`src/rtl/trdb_packet_slicer_if.sv`:
```
// +-----------------------------------------------------------------------------+
// | trdb_packet_slicer_if: packet push / slice stream bundle for the slicer     |
// | Rev 1.0                                                                     |
// +-----------------------------------------------------------------------------+
`default_nettype none

interface trdb_packet_slicer_if #(
  parameter int PACKET_W = 128,
  parameter int SLICE_W  = 32,
  parameter int CNT_W    = 16,
  parameter int LEN_W    = $clog2(PACKET_W + 1)
);
  logic                flush_i;
  logic [PACKET_W-1:0] packet_i;
  logic [LEN_W-1:0]    packet_len_i;
  logic                packet_valid_i;
  logic [SLICE_W-1:0]  slice_o;
  logic                slice_valid_o;
  logic                slice_ready_i;
  logic                slice_last_o;
  logic                fifo_full_o;
  logic                fifo_empty_o;
  logic                drop_o;
  logic [CNT_W-1:0]    drop_cnt_o;

  modport slave (
    input  flush_i, packet_i, packet_len_i, packet_valid_i, slice_ready_i,
    output slice_o, slice_valid_o, slice_last_o, fifo_full_o, fifo_empty_o,
           drop_o, drop_cnt_o
  );

  modport master (
    output flush_i, packet_i, packet_len_i, packet_valid_i, slice_ready_i,
    input  slice_o, slice_valid_o, slice_last_o, fifo_full_o, fifo_empty_o,
           drop_o, drop_cnt_o
  );
endinterface

`default_nettype wire

```
`src/rtl/trdb_packet_slicer.sv`:
```
// +-----------------------------------------------------------------------------+
// | trdb_packet_slicer: trace-packet FIFO emitting packets as SLICE_W slices    |
// | Rev 1.0                                                                     |
// +-----------------------------------------------------------------------------+
`default_nettype none

module trdb_packet_slicer #(
  parameter int PACKET_W = 128,
  parameter int SLICE_W  = 32,
  parameter int DEPTH    = 4,
  parameter int CNT_W    = 16,
  parameter int LEN_W    = $clog2(PACKET_W + 1),
  parameter int NSLICE   = PACKET_W / SLICE_W
) (
  input  logic                 clk_i,
  input  logic                 rst_i,
  trdb_packet_slicer_if.slave  bus
);
  localparam int AW    = $clog2(DEPTH);
  localparam int PTR_W = AW + 1;
  localparam int IDX_W = (NSLICE > 1) ? $clog2(NSLICE) : 1;
  localparam logic [LEN_W:0] C_PKT_LEN = (LEN_W + 1)'(PACKET_W);
  localparam logic [LEN_W:0] C_SLC_LEN = (LEN_W + 1)'(SLICE_W);

  typedef enum logic [0:0] {
    IDLE = 1'b0,
    SEND = 1'b1
  } state_e;

  state_e              state_q, state_d;
  logic [PTR_W-1:0]    wptr_q, wptr_d, rptr_q, rptr_d;
  logic [IDX_W-1:0]    idx_q, idx_d;
  logic [PACKET_W-1:0] mem_q [DEPTH];
  logic [PACKET_W-1:0] mem_d [DEPTH];
  logic [IDX_W-1:0]    last_idx_q [DEPTH];
  logic [IDX_W-1:0]    last_idx_d [DEPTH];
  logic                drop_q, drop_d;
  logic [CNT_W-1:0]    drop_cnt_q, drop_cnt_d;

  logic [LEN_W:0]      len_eff;
  logic [IDX_W-1:0]    last_idx_in;
  logic [AW-1:0]       waddr, raddr;
  logic                empty, full, send, last, hs, pop, push, accept;

  // Each entry stores the index of its final slice, so ceil(len/SLICE_W) never has to be built.
  always_comb begin
    if (bus.packet_len_i == '0 || {1'b0, bus.packet_len_i} > C_PKT_LEN) begin
      len_eff = C_PKT_LEN;
    end else begin
      len_eff = {1'b0, bus.packet_len_i};
    end
    last_idx_in = IDX_W'((len_eff - (LEN_W + 1)'(1)) / C_SLC_LEN);
  end

  assign waddr  = wptr_q[AW-1:0];
  assign raddr  = rptr_q[AW-1:0];
  assign empty  = (wptr_q == rptr_q);
  assign full   = (wptr_q[AW] != rptr_q[AW]) && (waddr == raddr);
  assign send   = (state_q == SEND);
  assign last   = send && (idx_q == last_idx_q[raddr]);
  assign hs     = send && bus.slice_ready_i;
  assign pop    = hs && last;
  assign push   = bus.packet_valid_i && !bus.flush_i;
  assign accept = push && (!full || pop);

  always_comb begin
    wptr_d     = wptr_q;
    rptr_d     = rptr_q;
    idx_d      = idx_q;
    mem_d      = mem_q;
    last_idx_d = last_idx_q;
    drop_d     = 1'b0;
    drop_cnt_d = drop_cnt_q;
    if (bus.flush_i) begin
      wptr_d = '0;
      rptr_d = '0;
      idx_d  = '0;
    end else begin
      if (accept) begin
        mem_d[waddr]      = bus.packet_i;
        last_idx_d[waddr] = last_idx_in;
        wptr_d            = wptr_q + PTR_W'(1);
      end
      if (push && !accept) begin
        drop_d = 1'b1;
        if (drop_cnt_q != '1) begin
          drop_cnt_d = drop_cnt_q + CNT_W'(1);
        end
      end
      if (hs) begin
        if (last) begin
          idx_d  = '0;
          rptr_d = rptr_q + PTR_W'(1);
        end else begin
          idx_d = idx_q + IDX_W'(1);
        end
      end
    end
  end

  // Decided on next-cycle occupancy so a push into an empty FIFO is visible one edge later.
  always_comb begin
    state_d = state_q;
    case (state_q)
      IDLE:    if (!bus.flush_i && (wptr_d != rptr_d)) state_d = SEND;
      SEND:    if (bus.flush_i || (wptr_d == rptr_d)) state_d = IDLE;
      default: state_d = IDLE;
    endcase
  end

  always_ff @(posedge clk_i or posedge rst_i) begin
    if (rst_i) begin
      state_q    <= IDLE;
      wptr_q     <= '0;
      rptr_q     <= '0;
      idx_q      <= '0;
      drop_q     <= 1'b0;
      drop_cnt_q <= '0;
      for (int i = 0; i < DEPTH; i++) begin
        mem_q[i]      <= '0;
        last_idx_q[i] <= '0;
      end
    end else begin
      state_q    <= state_d;
      wptr_q     <= wptr_d;
      rptr_q     <= rptr_d;
      idx_q      <= idx_d;
      drop_q     <= drop_d;
      drop_cnt_q <= drop_cnt_d;
      mem_q      <= mem_d;
      last_idx_q <= last_idx_d;
    end
  end

  assign bus.slice_o       = send ? mem_q[raddr][idx_q * SLICE_W +: SLICE_W] : '0;
  assign bus.slice_valid_o = send;
  assign bus.slice_last_o  = last;
  assign bus.fifo_full_o   = full;
  assign bus.fifo_empty_o  = empty;
  assign bus.drop_o        = drop_q;
  assign bus.drop_cnt_o    = drop_cnt_q;

endmodule

`default_nettype wire

```
`src/flat_wrapper.sv`:
```
// flat-port wrapper written by rule: the top's interface ports become plain ports
module trdb_packet_slicer_flat 
#(
  parameter int PACKET_W = 128,
  parameter int SLICE_W  = 32,
  parameter int DEPTH    = 4,
  parameter int CNT_W    = 16,
  parameter int LEN_W    = $clog2(PACKET_W + 1),
  parameter int NSLICE   = PACKET_W / SLICE_W
)
  (clk_i, rst_i, bus_flush_i, bus_packet_i, bus_packet_len_i, bus_packet_valid_i, bus_slice_ready_i, bus_slice_o, bus_slice_valid_o, bus_slice_last_o, bus_fifo_full_o, bus_fifo_empty_o, bus_drop_o, bus_drop_cnt_o);
  trdb_packet_slicer_if #(.PACKET_W(PACKET_W), .SLICE_W(SLICE_W), .CNT_W(CNT_W), .LEN_W(LEN_W)) bus_i ();
  input  logic clk_i;
  input  logic rst_i;
  input wire logic [$bits(bus_i.flush_i)-1:0] bus_flush_i;
  input wire logic [$bits(bus_i.packet_i)-1:0] bus_packet_i;
  input wire logic [$bits(bus_i.packet_len_i)-1:0] bus_packet_len_i;
  input wire logic [$bits(bus_i.packet_valid_i)-1:0] bus_packet_valid_i;
  input wire logic [$bits(bus_i.slice_ready_i)-1:0] bus_slice_ready_i;
  output wire logic [$bits(bus_i.slice_o)-1:0] bus_slice_o;
  output wire logic [$bits(bus_i.slice_valid_o)-1:0] bus_slice_valid_o;
  output wire logic [$bits(bus_i.slice_last_o)-1:0] bus_slice_last_o;
  output wire logic [$bits(bus_i.fifo_full_o)-1:0] bus_fifo_full_o;
  output wire logic [$bits(bus_i.fifo_empty_o)-1:0] bus_fifo_empty_o;
  output wire logic [$bits(bus_i.drop_o)-1:0] bus_drop_o;
  output wire logic [$bits(bus_i.drop_cnt_o)-1:0] bus_drop_cnt_o;
  assign bus_i.flush_i = bus_flush_i;
  assign bus_i.packet_i = bus_packet_i;
  assign bus_i.packet_len_i = bus_packet_len_i;
  assign bus_i.packet_valid_i = bus_packet_valid_i;
  assign bus_i.slice_ready_i = bus_slice_ready_i;
  assign bus_slice_o = bus_i.slice_o;
  assign bus_slice_valid_o = bus_i.slice_valid_o;
  assign bus_slice_last_o = bus_i.slice_last_o;
  assign bus_fifo_full_o = bus_i.fifo_full_o;
  assign bus_fifo_empty_o = bus_i.fifo_empty_o;
  assign bus_drop_o = bus_i.drop_o;
  assign bus_drop_cnt_o = bus_i.drop_cnt_o;
  trdb_packet_slicer #(.PACKET_W(PACKET_W), .SLICE_W(SLICE_W), .DEPTH(DEPTH), .CNT_W(CNT_W), .LEN_W(LEN_W), .NSLICE(NSLICE)) u_core (.clk_i(clk_i), .rst_i(rst_i), .bus(bus_i));
endmodule
```
`config.mk`:
```
export PLATFORM = sky130hd
export DESIGN_NAME = trdb_packet_slicer_flat
export DESIGN_NICKNAME = d
export VERILOG_FILES = /design/src/rtl/trdb_packet_slicer_if.sv /design/src/rtl/trdb_packet_slicer.sv /design/src/flat_wrapper.sv
export SDC_FILE = /design/constraint.sdc
export NUM_CORES = 1
export LEC_CHECK = 0
export ABC_AREA = 1
export ABC_CLOCK_PERIOD_IN_PS = 39800
export CAP_MARGIN = 10
export CORE_MARGIN = 1.5
export CORE_UTILIZATION = 60
export DETAILED_ROUTE_END_ITERATION = 10
export HOLD_SLACK_MARGIN = 0.08
export PLACE_DENSITY_LB_ADDON = 0.1
export RECOVER_POWER = 25
export SYNTH_ARGS = -nofsm -noshare
export SYNTH_HDL_FRONTEND = slang
export SYNTH_SLANG_ARGS = --single-unit
```
`constraint.sdc`:
```
create_clock -name clk_i -period 39.8 [get_ports clk_i]
set_clock_uncertainty 0.1 [all_clocks]
set_input_delay 7.96 -clock clk_i [delete_from_list [all_inputs] [get_ports clk_i]]
set_output_delay 7.96 -clock clk_i [all_outputs]
set_load 0.03 [all_outputs]
```
## After elaboration in Yosys (flattened, before gate mapping)

Cells that the tools add are included.

- Register bits after elaboration: 546
- Input bits: 141
- Output and inout port bits: 53
- Word-level logic and storage cells: 81

- $add $sub $neg: 5
- Order comparisons: 4
- Equal/unequal tests: 7
- Shift operators: 1
- Mux-type cells: 27
- Bitwise logic cells: 4
- Reductions and logical operators: 19

Operators with widths:

| operator | number |
|---|---|
| bitwise mux 512 bit | 1 |
| 2-to-1 mux 128 bit | 3 |
| binary-select mux 128 bit (select 2 bit) | 1 |
| demux 128 bit (select 2 bit) | 1 |
| variable part select 128 x 8 -> 32 bit | 1 |
| 2-to-1 mux 32 bit | 1 |
| adder 16 x 1 -> 16 bit, second input constant | 1 |
| != test 16 bit, second input constant | 1 |
| 2-to-1 mux 3 bit | 5 |
| 2-to-1 mux 2 bit | 6 |
| logical AND 1 bit | 9 |
| bitwise mux 8 bit | 1 |
| greater-than comparator 8 bit, second input constant | 1 |
| logical NOT 8 bit | 1 |
| 2-to-1 mux 7 bit | 1 |
| subtractor 7 x 1 -> 7 bit, second input constant | 1 |
| adder 3 x 1 -> 3 bit, second input constant | 2 |
| equality test 3 bit | 2 |
| >= comparator 3 bit, second input constant | 2 |
| NOT 2 -> 3 bit | 2 |
| binary-select mux 2 bit (select 2 bit) | 1 |
| demux 2 bit (select 2 bit) | 1 |
| equality test 2 bit | 2 |
| 2-to-1 mux 1 bit | 4 |
| other kinds (11) | 16 |

## Logic depth before layout (Yosys ltp)

- Depth after elaboration: 15
- Gate-level depth with buffers: 16
- Depth with buffers taken out: 15

## Least setup slack after synthesis

No wires, ideal clock.

- Kind: reg2out
- Start point: register u_core.rptr_q[0]
- End point: output bus_slice_o[25]
- Arrival time: 2176 ps
- Required time: 31740 ps
- Setup slack: 29564 ps
- Stages on the path, launching flop included: 10
- Path buffers: 5
- Cell sequence: dfrtp_1 -> buf_4 -> buf_4 -> buf_2 -> buf_2 -> clkbuf_1 -> o21ai_0 -> o21ai_0 -> nand2_1 -> a41oi_1

- Longest elaborated chain between the ends: 6

RTL lines:

| item | RTL line | text |
|---|---|---|
| start: declaration | trdb_packet_slicer.sv:31 | `logic [PTR_W-1:0] wptr_q, wptr_d, rptr_q, rptr_d;` |
| start signal: assignment | trdb_packet_slicer.sv:126 | `rptr_q <= rptr_d;` |
| NOT 2 -> 3 bit (not written as such) | trdb_packet_slicer.sv:135 | `assign bus.slice_o = send ? mem_q[raddr][idx_q * SLICE_W +: SLICE_W] : '0;` |
| binary-select mux 128 bit (select 2 bit) | trdb_packet_slicer.sv:135 |  |
| 2-to-1 mux 128 bit (not written as such) (2 in a row) | trdb_packet_slicer.sv:135 |  |
| variable part select 128 x 8 -> 32 bit | trdb_packet_slicer.sv:135 |  |
| 2-to-1 mux 32 bit | trdb_packet_slicer.sv:135 |  |
| end: declaration | flat_wrapper.sv:20 | `output wire logic [$bits(bus_i.slice_o)-1:0] bus_slice_o;` |

No other way between the ends. The select of a mux whose other input is x is not followed.

==> qor.yml <==
syn_area_um2: 26400
cts_resized: 0
start_util_pct: 61.0
gr-usage-all-layers_pct: 37.4
cts_made_buffers: 56
crit_fanout: 133
clk_pin_slew_worst_paths_ns: 0.06
ant_nets: 0
required_ns: 40.35
timing.rr.end: "u_core.mem_q[435]"
finalSetupTns_ns: 0
synth-seq-area-share_pct: 51.7
globalplace.congestion: 0.898
die_w_um: 213
post-route-period-util_pct: 42.8
worst-r2r-setup-slack_ns: 32.10
period_minus_slack_ns: 17.04
cts_tree: "done"
finalMaxSlewViolations: 368
tightest_slew_ns: 5.95
yosys_warnings: 0
fin_nets: 3555
io_buffers: 193
synth_nets: 3526
slew_headroom_pct: -299
crit_path_frequent_cell: "buf_4"
cts.sinks: 546
grt_max_degree: 241
post_cts_buffers: 0
powerDensity_nw_per_um2: 66.4
path_buf_inv: 6
dp_cells: 3935
p_clk_share_pct: 26.8
drcViolationCount: 0
cp-start-kind: "primary input"
path_depth: 6
p_seq_share_pct: 42.7
dieArea_um2: 45300
r2r-start: "u_core.rptr_q[0]"
cellInternalPower_mw: 1.26
grt_remaining_overflow: 0
ios: 194
viasPerCell: 6.03
fin_cells: 4046
drv_cap: 4
postLayoutCoreUtil_pct: 69.1
ir_worst_vdd_uv: 47.7
wirelength_mm: 83.3
hold_buffers: 0
slowest_stage: "clkinvlp_2"
syn_area_per_cell_um2: 7.82
cp-startpoint: "rst_i"
drtPass1Iterations: 8
placed_area_um2: 28100
p_sw_share_pct: 36.7
p_sw_uw: 728
layout_common_cells: "1,106 x nand2_1, 799 x o21ai_0, 544 x dfrtp_1"
path_cells: "dlygate4sd3_1 -> clkinvlp_2 -> clkbuf_1 -> buf_4 -> buf_4 -> buf_4"
num_vias: 24400
critPathKind: "primary input to asynchronous set/reset pin"
root_buffer: "clkbuf_16"
core_um2: 43300
final_common_cell: "nand2_1"
status: "finished with violations"
rsz0062_at_grt: "false"
die_y_um: 213
clk_path_buf_depth: 3
cp-end-kind: "asynchronous set/reset pin"
antenna_found_initial: 11
power_frac_comb_pct: 30.4
leakage_nw: 13.9
violations: "capacitance limit, slew limit"
syn_inst: 3379
p_total_mw: 1.98
drt_iter0_markers: 3430
reg2reg_depth: 13
post_drt_wl_per_cell_um: 20.6
yosys_register_bits: 546
row_count: 76
dp_hpwl_mm: 49.5
htreeDepth: 2
arrival_ns: 17.59
final_area_um2: 29900
layout-drive-gt1-share_pct: 4.03
ys_types: 30
max_stage_delay_ns: 3.27
grt_pass1_wl_mm: 131
crit_end: "u_core.mem_q[173]"
clkLatencyLatePin_ns: 0.61
cp_top_family: "buffers and inverters"
first_global_vias: 23200
worstHoldPathType: "flop to flop"
setup_viol: 0
area_growth_pct: 13.1
hold_viol_final: 0
n_fill_cell: 3569
max_freq_mhz: 58.7
==> how the worst min path moves through the flow <==
stage	start	to	slack [ns]	cells past startpoint
5_1_grt	u_core.mem_q[505]	u_core.mem_q[505]	0.40	2
6_report	u_core.mem_q[509]	u_core.mem_q[509]	0.38	2
4_1_cts	u_core.mem_q[218]	u_core.mem_q[218]	0.38	2
3_3_place_gp	u_core.mem_q[253]	u_core.mem_q[253]	0.36	2
2_1_floorplan	u_core.mem_q[188]	u_core.mem_q[188]	0.34	2
3_5_place_dp	u_core.mem_q[218]	u_core.mem_q[218]	0.36	2
==> layout make-up <==
cell class                 count  area (um2)  share of cell area, %
inverter                     174         661                   2.21
tap                          585         732                   2.45
clock inverter                 6        82.6                  0.276
clock buffer                  94        1770                   5.91
multi-input combinational   2401       10700                   35.9
timing repair buffer         229        2210                   7.39
sequential                   546       13700                   45.7
antenna                       11        27.5                 0.0921
==> cell usage after synthesis (all sizes together) <==
| cell | n | area share (%) |
|---|---|---|
| a21oi | 134 | 2.6 |
| a41oi | 32 | 1.1 |
| and3 | 1 | 0.024 |
| buf | 106 | 3.0 |
| clkbuf | 152 | 2.2 |
| dfrtp | 546 | 52 |
| ha | 6 | 0.28 |
| inv | 174 | 2.5 |
| nand2 | 1108 | 16 |
| nand3 | 20 | 0.47 |
| nand4 | 7 | 0.17 |
| nor2 | 158 | 2.4 |
| nor3 | 6 | 0.11 |
| nor4 | 2 | 0.047 |
| o21ai | 911 | 17 |
| o31ai | 1 | 0.028 |
| xnor2 | 2 | 0.066 |
| xor2 | 13 | 0.43 |
==> logic make-up after synthesis <==
logic type,count (synthesis),synth area share [%]
AO/OA/AOI/OAI,1078,20.9
XOR/XNOR,15,0.497
adder cells (fa/ha/maj),6,0.284
buffers and inverters,432,7.61
flip-flops,546,51.7
AND/OR/NAND/NOR,1302,19.0
==> stage by stage <==
| step | hold slack (ns) | worst slack (ns) |
|---|---|---|
| 5_1_grt | 0.400 | 20.94 |
| 3_5_place_dp | 0.364 | 27.00 |
| 2_1_floorplan | 0.344 | 16.48 |
| 3_3_place_gp | 0.356 | 27.09 |
| 4_1_cts | 0.376 | 26.94 |
| 6_report | 0.375 | 22.76 |
==> power by group through the flow <==
stage	sequential, mW	clock, mW	combinational (mW)
final	0.848	0.532	0.604
after global routing	0.868	0.555	0.669
after CTS	0.844	0.534	0.595
after detailed placement	0.852	0	0.591
after global placement	0.842	0	0.572
after floorplan	0.825	0	0.395
==> sequential cells by signal, summed over array words and instances, names as in the netlist <==
register                  flops
u_core.idx_q                  2
u_core.bus.slice_valid_o      1
u_core.bus.drop_o             1
u_core.wptr_q                 3
u_core.last_idx_q             8
u_core.bus.drop_cnt_o        16
u_core.rptr_q                 3
u_core.mem_q                512
==> worst min-delay path: stages, from the launching register on <==
cell,delay (ns)
dfrtp_1,0.34
o21ai_1,0.06
nand2_1,0.05
==> routing by layer <==
| layer | global-route usage (%) | vias up | part of all wire, % |
|---|---|---|---|
| li1 | - | 11100 | - |
| met1 | 52.9 | 11700 | 41 |
| met2 | 57.4 | 1440 | 45 |
| met3 | 5.65 | 200 | 10 |
| met4 | 16.4 | 0 | 3.9 |
| met5 | 0 | - | 0 |
(Power assumes the default switching activity.)
